--- config.mk ---
export PLATFORM = sky130hd
export DESIGN_NAME = flash_program_ctrl_flat
export DESIGN_NICKNAME = d
export VERILOG_FILES = /design/src/rtl/flash_program_ctrl_if.sv /design/src/rtl/flash_program_ctrl.sv /design/src/flat_wrapper.sv
export SDC_FILE = /design/constraint.sdc
export NUM_CORES = 1
export LEC_CHECK = 0
export ABC_AREA = 0
export CAP_MARGIN = 5
export CORE_ASPECT_RATIO = 0.5
export CORE_MARGIN = 2
export CORE_UTILIZATION = 30
export DETAILED_ROUTE_END_ITERATION = 7
export GPL_TIMING_DRIVEN = 1
export HOLD_SLACK_MARGIN = 0.02
export PLACE_DENSITY = 0.62
export SLEW_MARGIN = 20
export SYNTH_ARGS = -nofsm -noshare
export SYNTH_HDL_FRONTEND = slang
export SYNTH_SLANG_ARGS = --single-unit
--- constraint.sdc ---
create_clock -name clk -period 3.8 [get_ports clk]
set_clock_uncertainty 0.15 [all_clocks]
set_input_delay 0.76 -clock clk [delete_from_list [all_inputs] [get_ports clk]]
set_output_delay 0.76 -clock clk [all_outputs]
set_load 0.05 [all_outputs]
--- src/rtl/flash_program_ctrl_if.sv ---
// flash_program_ctrl_if: handshake, Rx FIFO and ASMI command bundle for the flash programming controller
interface flash_program_ctrl_if #(
  parameter int ADDR_W  = 24,
  parameter int USED_W  = 10,
  parameter int BLOCK_W = 14
);
  logic               erase, erase_ack, erase_done, erase_done_ack;
  logic [USED_W-1:0]  fifo_used;
  logic [7:0]         fifo_data;
  logic               rdreq;
  logic [BLOCK_W-1:0] num_blocks;
  logic               send_more, send_more_ack, nconfig, error;
  logic [ADDR_W-1:0]  flash_addr;
  logic               flash_sector_erase, flash_wren, flash_write, flash_shift_bytes;
  logic [7:0]         flash_datain;
  logic               flash_busy;
  modport master (
    input  erase, erase_done_ack, fifo_used, fifo_data, num_blocks, send_more_ack, flash_busy,
    output erase_ack, erase_done, rdreq, send_more, nconfig, error, flash_addr,
           flash_sector_erase, flash_wren, flash_write, flash_shift_bytes, flash_datain
  );
  modport slave (
    output erase, erase_done_ack, fifo_used, fifo_data, num_blocks, send_more_ack, flash_busy,
    input  erase_ack, erase_done, rdreq, send_more, nconfig, error, flash_addr,
           flash_sector_erase, flash_wren, flash_write, flash_shift_bytes, flash_datain
  );
endinterface

--- src/rtl/flash_program_ctrl.sv ---
// flash_program_ctrl: erases the update region, streams FIFO pages into ASMI flash, then triggers reconfiguration
module flash_program_ctrl #(
  parameter int                ADDR_W         = 24,
  parameter logic [ADDR_W-1:0] BASE_ADDR      = 24'h100000,
  parameter logic [ADDR_W-1:0] SECTOR_SIZE    = 24'h040000,
  parameter int                NUM_SECTORS    = 8,
  parameter int                PAGE_BYTES     = 256,
  parameter int                USED_W         = 10,
  parameter int                BLOCK_W        = 14,
  parameter int                BUSY_TIMEOUT   = 2**26,
  parameter int                RECONFIG_DELAY = 25000000,
  parameter int                BIT_REVERSE    = 1
) (
  input logic clk,
  input logic rst,
  flash_program_ctrl_if.master f
);
  localparam int SEC_W  = NUM_SECTORS > 1 ? $clog2(NUM_SECTORS) : 1;
  localparam int BYTE_W = PAGE_BYTES > 1 ? $clog2(PAGE_BYTES) : 1;
  localparam int TO_W   = $clog2(BUSY_TIMEOUT + 1);
  localparam int DLY_W  = $clog2(RECONFIG_DELAY + 1);
  localparam logic [ADDR_W:0] END_ADDR = (ADDR_W+1)'(BASE_ADDR) + (ADDR_W+1)'(NUM_SECTORS * SECTOR_SIZE);
  typedef enum logic [3:0] {
    IDLE, ERASE_CMD, ERASE_WAIT, ERASE_DONE, LOAD, PROG, PAGE_WAIT, FINAL_HS, RECONFIG, ERROR
  } state_t;
  state_t             state;
  logic [SEC_W-1:0]   sector;
  logic [BYTE_W-1:0]  byte_cnt;
  logic [BLOCK_W-1:0] page, blocks;
  logic [TO_W-1:0]    tcnt;
  logic [DLY_W-1:0]   dly;
  logic [7:0]         rev;
  logic [ADDR_W:0]    next_addr;
  logic               fifo_ready, busy_wait, timeout, load_ok, overflow;
  genvar i;
  for (i = 0; i < 8; i++) begin : g_rev
    assign rev[i] = f.fifo_data[7-i];
  end
  assign f.flash_datain = f.flash_shift_bytes ? (BIT_REVERSE != 0 ? rev : f.fifo_data) : 8'h00;
  assign next_addr  = {1'b0, f.flash_addr} + (ADDR_W+1)'(PAGE_BYTES);
  assign fifo_ready = f.fifo_used >= USED_W'(PAGE_BYTES);
  assign busy_wait  = (state == ERASE_WAIT || state == PAGE_WAIT || state == RECONFIG) && f.flash_busy;
  assign timeout    = busy_wait && tcnt == TO_W'(BUSY_TIMEOUT - 1);
  assign load_ok    = state == PAGE_WAIT && page != blocks && !f.flash_busy && fifo_ready && !f.send_more;
  // Region end is checked before the next page's address is committed, so flash_addr never leaves the region.
  assign overflow   = load_ok && next_addr >= END_ADDR;
  always_ff @(posedge clk or posedge rst) begin
    if (rst) begin
      state                <= IDLE;
      f.erase_ack          <= 1'b0;
      f.erase_done         <= 1'b0;
      f.rdreq              <= 1'b0;
      f.send_more          <= 1'b0;
      f.nconfig            <= 1'b0;
      f.error              <= 1'b0;
      f.flash_addr         <= BASE_ADDR;
      f.flash_sector_erase <= 1'b0;
      f.flash_wren         <= 1'b0;
      f.flash_write        <= 1'b0;
      f.flash_shift_bytes  <= 1'b0;
      sector               <= '0;
      byte_cnt             <= '0;
      page                 <= '0;
      blocks               <= '0;
      tcnt                 <= '0;
      dly                  <= '0;
    end else begin
      tcnt <= busy_wait ? tcnt + 1'b1 : '0;
      if (timeout || overflow) begin
        state                <= ERROR;
        f.error              <= 1'b1;
        f.erase_ack          <= 1'b0;
        f.rdreq              <= 1'b0;
        f.send_more          <= 1'b0;
        f.flash_sector_erase <= 1'b0;
        f.flash_wren         <= 1'b0;
        f.flash_write        <= 1'b0;
        f.flash_shift_bytes  <= 1'b0;
      end else begin
        case (state)
          IDLE: begin
            if (f.erase) begin
              state                <= ERASE_CMD;
              f.erase_ack          <= 1'b1;
              f.flash_wren         <= 1'b1;
              f.flash_sector_erase <= 1'b1;
            end else if (fifo_ready && f.num_blocks != '0) begin
              state               <= LOAD;
              blocks              <= f.num_blocks;
              page                <= '0;
              byte_cnt            <= '0;
              f.rdreq             <= 1'b1;
              f.flash_shift_bytes <= 1'b1;
              f.flash_wren        <= 1'b1;
            end
          end
          ERASE_CMD: begin
            state                <= ERASE_WAIT;
            f.erase_ack          <= 1'b0;
            f.flash_wren         <= 1'b0;
            f.flash_sector_erase <= 1'b0;
          end
          ERASE_WAIT: begin
            if (!f.flash_busy && sector != SEC_W'(NUM_SECTORS - 1)) begin
              state                <= ERASE_CMD;
              sector               <= sector + 1'b1;
              f.flash_addr         <= f.flash_addr + SECTOR_SIZE;
              f.erase_ack          <= 1'b1;
              f.flash_wren         <= 1'b1;
              f.flash_sector_erase <= 1'b1;
            end else if (!f.flash_busy) begin
              state        <= ERASE_DONE;
              sector       <= '0;
              f.flash_addr <= BASE_ADDR;
              f.erase_done <= 1'b1;
            end
          end
          ERASE_DONE: begin
            if (f.erase_done_ack) begin
              state        <= IDLE;
              f.erase_done <= 1'b0;
            end
          end
          LOAD: begin
            byte_cnt <= byte_cnt + 1'b1;
            if (byte_cnt == BYTE_W'(PAGE_BYTES - 1)) begin
              state               <= PROG;
              page                <= page + 1'b1;
              f.rdreq             <= 1'b0;
              f.flash_shift_bytes <= 1'b0;
              f.flash_write       <= 1'b1;
              f.send_more         <= 1'b1;
            end
          end
          PROG: begin
            state         <= PAGE_WAIT;
            f.flash_write <= 1'b0;
            f.flash_wren  <= 1'b0;
          end
          PAGE_WAIT: begin
            if (page == blocks) state <= FINAL_HS;
            else begin
              if (f.send_more_ack) f.send_more <= 1'b0;
              if (load_ok) begin
                state               <= LOAD;
                byte_cnt            <= '0;
                f.flash_addr        <= next_addr[ADDR_W-1:0];
                f.rdreq             <= 1'b1;
                f.flash_shift_bytes <= 1'b1;
                f.flash_wren        <= 1'b1;
              end
            end
          end
          FINAL_HS: begin
            if (f.send_more_ack) begin
              state       <= RECONFIG;
              f.send_more <= 1'b0;
              dly         <= '0;
            end
          end
          RECONFIG: begin
            if (dly != DLY_W'(RECONFIG_DELAY)) dly <= dly + 1'b1;
            else if (!f.flash_busy) f.nconfig <= 1'b1;
          end
          default: ;
        endcase
      end
    end
  end
endmodule

--- src/flat_wrapper.sv ---
// flat-port wrapper written by rule: the top's interface ports become plain ports
module flash_program_ctrl_flat 
#(
  parameter int                ADDR_W         = 24,
  parameter logic [ADDR_W-1:0] BASE_ADDR      = 24'h100000,
  parameter logic [ADDR_W-1:0] SECTOR_SIZE    = 24'h040000,
  parameter int                NUM_SECTORS    = 8,
  parameter int                PAGE_BYTES     = 256,
  parameter int                USED_W         = 10,
  parameter int                BLOCK_W        = 14,
  parameter int                BUSY_TIMEOUT   = 2**26,
  parameter int                RECONFIG_DELAY = 25000000,
  parameter int                BIT_REVERSE    = 1
)
  (clk, rst, f_erase, f_erase_done_ack, f_fifo_used, f_fifo_data, f_num_blocks, f_send_more_ack, f_flash_busy, f_erase_ack, f_erase_done, f_rdreq, f_send_more, f_nconfig, f_error, f_flash_addr, f_flash_sector_erase, f_flash_wren, f_flash_write, f_flash_shift_bytes, f_flash_datain);
  flash_program_ctrl_if #(.ADDR_W(ADDR_W), .USED_W(USED_W), .BLOCK_W(BLOCK_W)) f_i ();
  input logic clk;
  input logic rst;
  input wire logic [$bits(f_i.erase)-1:0] f_erase;
  input wire logic [$bits(f_i.erase_done_ack)-1:0] f_erase_done_ack;
  input wire logic [$bits(f_i.fifo_used)-1:0] f_fifo_used;
  input wire logic [$bits(f_i.fifo_data)-1:0] f_fifo_data;
  input wire logic [$bits(f_i.num_blocks)-1:0] f_num_blocks;
  input wire logic [$bits(f_i.send_more_ack)-1:0] f_send_more_ack;
  input wire logic [$bits(f_i.flash_busy)-1:0] f_flash_busy;
  output wire logic [$bits(f_i.erase_ack)-1:0] f_erase_ack;
  output wire logic [$bits(f_i.erase_done)-1:0] f_erase_done;
  output wire logic [$bits(f_i.rdreq)-1:0] f_rdreq;
  output wire logic [$bits(f_i.send_more)-1:0] f_send_more;
  output wire logic [$bits(f_i.nconfig)-1:0] f_nconfig;
  output wire logic [$bits(f_i.error)-1:0] f_error;
  output wire logic [$bits(f_i.flash_addr)-1:0] f_flash_addr;
  output wire logic [$bits(f_i.flash_sector_erase)-1:0] f_flash_sector_erase;
  output wire logic [$bits(f_i.flash_wren)-1:0] f_flash_wren;
  output wire logic [$bits(f_i.flash_write)-1:0] f_flash_write;
  output wire logic [$bits(f_i.flash_shift_bytes)-1:0] f_flash_shift_bytes;
  output wire logic [$bits(f_i.flash_datain)-1:0] f_flash_datain;
  assign f_i.erase = f_erase;
  assign f_i.erase_done_ack = f_erase_done_ack;
  assign f_i.fifo_used = f_fifo_used;
  assign f_i.fifo_data = f_fifo_data;
  assign f_i.num_blocks = f_num_blocks;
  assign f_i.send_more_ack = f_send_more_ack;
  assign f_i.flash_busy = f_flash_busy;
  assign f_erase_ack = f_i.erase_ack;
  assign f_erase_done = f_i.erase_done;
  assign f_rdreq = f_i.rdreq;
  assign f_send_more = f_i.send_more;
  assign f_nconfig = f_i.nconfig;
  assign f_error = f_i.error;
  assign f_flash_addr = f_i.flash_addr;
  assign f_flash_sector_erase = f_i.flash_sector_erase;
  assign f_flash_wren = f_i.flash_wren;
  assign f_flash_write = f_i.flash_write;
  assign f_flash_shift_bytes = f_i.flash_shift_bytes;
  assign f_flash_datain = f_i.flash_datain;
  flash_program_ctrl #(.ADDR_W(ADDR_W), .BASE_ADDR(BASE_ADDR), .SECTOR_SIZE(SECTOR_SIZE), .NUM_SECTORS(NUM_SECTORS), .PAGE_BYTES(PAGE_BYTES), .USED_W(USED_W), .BLOCK_W(BLOCK_W), .BUSY_TIMEOUT(BUSY_TIMEOUT), .RECONFIG_DELAY(RECONFIG_DELAY), .BIT_REVERSE(BIT_REVERSE)) u_core (.clk(clk), .rst(rst), .f(f_i));
endmodule
==> flow_summary.ini <==
[timing]
setup_tns_ps = 0
post-route-period-util = 0.801
rsz0062_at_grt = false
finalCriticalPeriod_ps = 3040
hold_violations = 0
worst_pin_slew_ps = 834
finalSetupViolCount = 0
max_slew_margin = 0.444
fmax_ghz = 0.329
slew_viol_final = 0

[min_path]
hold_path.class = reg -> reg
holdCritStartpoint = u_core.f.error

[clocking]
cts.repair.resized = 0
cts_tree = built
root_buffer = clkbuf_16
path_clk_slew_ps = 60
ctsLongestPathBuffers = 2
clock-sinks = 119
cts_setup_buffers = 0
holdBufCountCts = 0
clock_latency_ps = 410
numCtsBuffers = 17
cts-htree-levels = 4

[global_routing]
grt_pass1_wl_mm = 26.2
grt_overflow = 0
antenna_found_initial = 0
first_global_vias = 5365
grt_max_degree = 63
gr-usage-all-layers = 0.136

[synthesis]
avgSynthCellArea_um2 = 9.37
synthArstFlopShare = 1.00
syn_inst = 722
synth_cell_type_count = 75
synth_seq_cells = 119
yosysSeqAreaShare = 0.440
syn-cell-area_um2 = 6770
synth_edf_count = 0
ys.flop_type = dfrtp_1
ys.warnings.count = 0

[floorplanning]
row_count = 38
die_area_um2 = 23800
coreArea_um2 = 21900
die_w_um = 216
num_io_pins = 80
die_h_um = 110
start_util = 0.309

[detailed_routing]
first_iter_violations = 295
vias = 5433
drc = 0
post_drt_via_cell_ratio = 4.95
drt_first_pass_iters = 4
ant_nets = 0
post_drt_wl_per_cell_um = 14.3
routed_wl_mm = 15.7

[setup_path]
crit_path_end_kind = primary output
start_kind = input port
crit_arrival_ps = 2130
cp_data_required_time_ps = 2890
worst_path_largest_cell_delay_ps = 800
cp_cell_sequence = clkdlybuf4s50_1 -> and2_1 -> clkdlybuf4s50_1
critical_path_class = in -> out
startpoint = f_fifo_data[0]
crit_slowest_cell = clkdlybuf4s50_1
crit_buf_inv = 2
cpLargestDelayFamily = buffers and inverters
cp_max_fo = 1
cp_common_cell = clkdlybuf4s50_1
reg2reg_from = u_core.page[2]

[finish]
area_growth_pct = 22.2
multi_input_area_um2 = 3560
final_area_um2 = 8270
diodes = 0
layout.nets = 831
seq_area_um2 = 2980
nFillCells = 2167
final_layout_size_suffix_gt1_frac = 0.104

[power_and_ir_drop]
powerDensity_nw_per_um2 = 609
power_leakage_nw = 3.40
ir_drop_mv = 0.325

[run_status]
status = finished, final reports clean

[place]
gp_congestion = 0.873
dp_hpwl_mm = 11.0
portBuffers = 63
dpl-instance-area_um2 = 7680

[job]
maxCapViolations = 0
[Yosys cell counts (5+ instances only)]
master / instances / area, um^2
nor2_1: 86 / 323
and3_1: 16 / 100
o21ai_0: 40 / 200
nor2b_1: 6 / 37.5
clkbuf_1: 9 / 33.8
buf_4: 10 / 75.1
xnor2_1: 20 / 175
mux2_2: 14 / 158
nand2_1: 55 / 206
nand4_1: 21 / 131
nor4_1: 13 / 81.3
and2_1: 18 / 113
xor2_1: 52 / 455
nand2b_1: 5 / 31.3
inv_1: 11 / 41.3
nand3_1: 42 / 210
a21oi_1: 27 / 135
a31oi_1: 5 / 31.3
ha_1: 9 / 113
dfrtp_1: 118 / 2950
and4_1: 8 / 70.1
or3_1: 10 / 62.6
buf_2: 13 / 65.1
nor3_1: 34 / 170
[metrics by stage]
stage / setup slack [ps] / cells / hold slack (ps) / util / power (W)
5_1_grt: 635 / 1097 / 345 / 0.377 / 0.00532
2_1_floorplan: 948 / 729 / 301 / - / 0.00298
4_1_cts: 750 / 1097 / 321 / 0.377 / 0.00507
6_report: 756 / 1097 / 315 / 0.377 / 0.00503
3_5_place_dp: 569 / 1065 / 306 / 0.350 / 0.00345
3_3_place_gp: 582 / 1065 / 302 / 0.350 / 0.00341
[metal layers]
layer,share of wire,GRT usage,vias to the layer above
met3,0.032,0.0294,21
met5,0,0,-
met4,0.015,0.0558,0
li1,-,-,2686
met1,0.48,0.176,2631
met2,0.48,0.223,95
[state kept, by name, indices dropped and copies added (netlist names)]
register and flops:
u_core.blocks 14, u_core.f.rdreq 1, u_core.state 4, u_core.page 14, u_core.tcnt 27, u_core.f.nconfig 1
u_core.byte_cnt 8, u_core.dly 25, u_core.sector 3, u_core.f.flash_addr 16, u_core.f.erase_done 1, u_core.f.erase_ack 1
u_core.f.flash_write 1, u_core.f.flash_wren 1, u_core.f.error 1, u_core.f.send_more 1
[path summary, 6_finish.rpt]
path | to | slack (ps) | depth (start not counted)
max | f_flash_datain[7] | 760 | 3
min | u_core.f.error | 320 | 1
max reg2reg | u_core.byte_cnt[6] | 810 | 8
min reg2reg | u_core.f.error | 320 | 1
max in group asynchronous | u_core.dly[6] | 2030 | 3
min in group asynchronous | u_core.dly[22] | 660 | 2
[kinds of logic (layout without fill, tap and decap cells)]
logic type,after synthesis,in the layout,share of synthesized area
simple gates,341,341,0.274
flops,119,119,0.440
compound gates,117,117,0.112
xor+xnor,72,72,0.0932
buf+inv,48,116,0.0385
mux,15,15,0.0248
fa+ha+maj,9,9,0.0166
other cells,1,8,0.000554
[cell type report]
type                            count  share of cell area
Multi-Input combinational cell    562               0.430
Clock buffer                       18              0.0531
Clock inverter                     14              0.0183
Tap cell                          300              0.0454
Timing Repair Buffer               73              0.0869
Inverter                           11             0.00545
Sequential cell                   119               0.360
[placed cells by master, fill, tap and decap left out, drive strengths merged, types with 5 or more instances in the layout]
master,synthesis,layout
nand3,45,45
ha,9,9
nand2b,5,5
inv,11,12
and2,18,18
nor3,35,35
and4,8,8
nand4,24,24
mux2,14,14
nor2b,6,6
conb,1,8
nand2,55,55
a21oi,29,29
and3,16,16
buf,28,10
o31ai,6,6
nor4,15,15
xnor2,20,20
clkbuf,9,18
or3,10,10
nor2,86,86
a31oi,5,5
clkinvlp,0,6
xor2,52,52
clkdlybuf4s50,0,63
o21ai,46,46
clkinv,0,5
dfrtp,118,118
[report_power, final]
part,internal [W],switching (W)
combinational,0.000632,0.00101
clock,0.000985,0.000611
sequential,0.00149,0.000306
total,0.00311,0.00192
(Power assumes the default switching activity.)
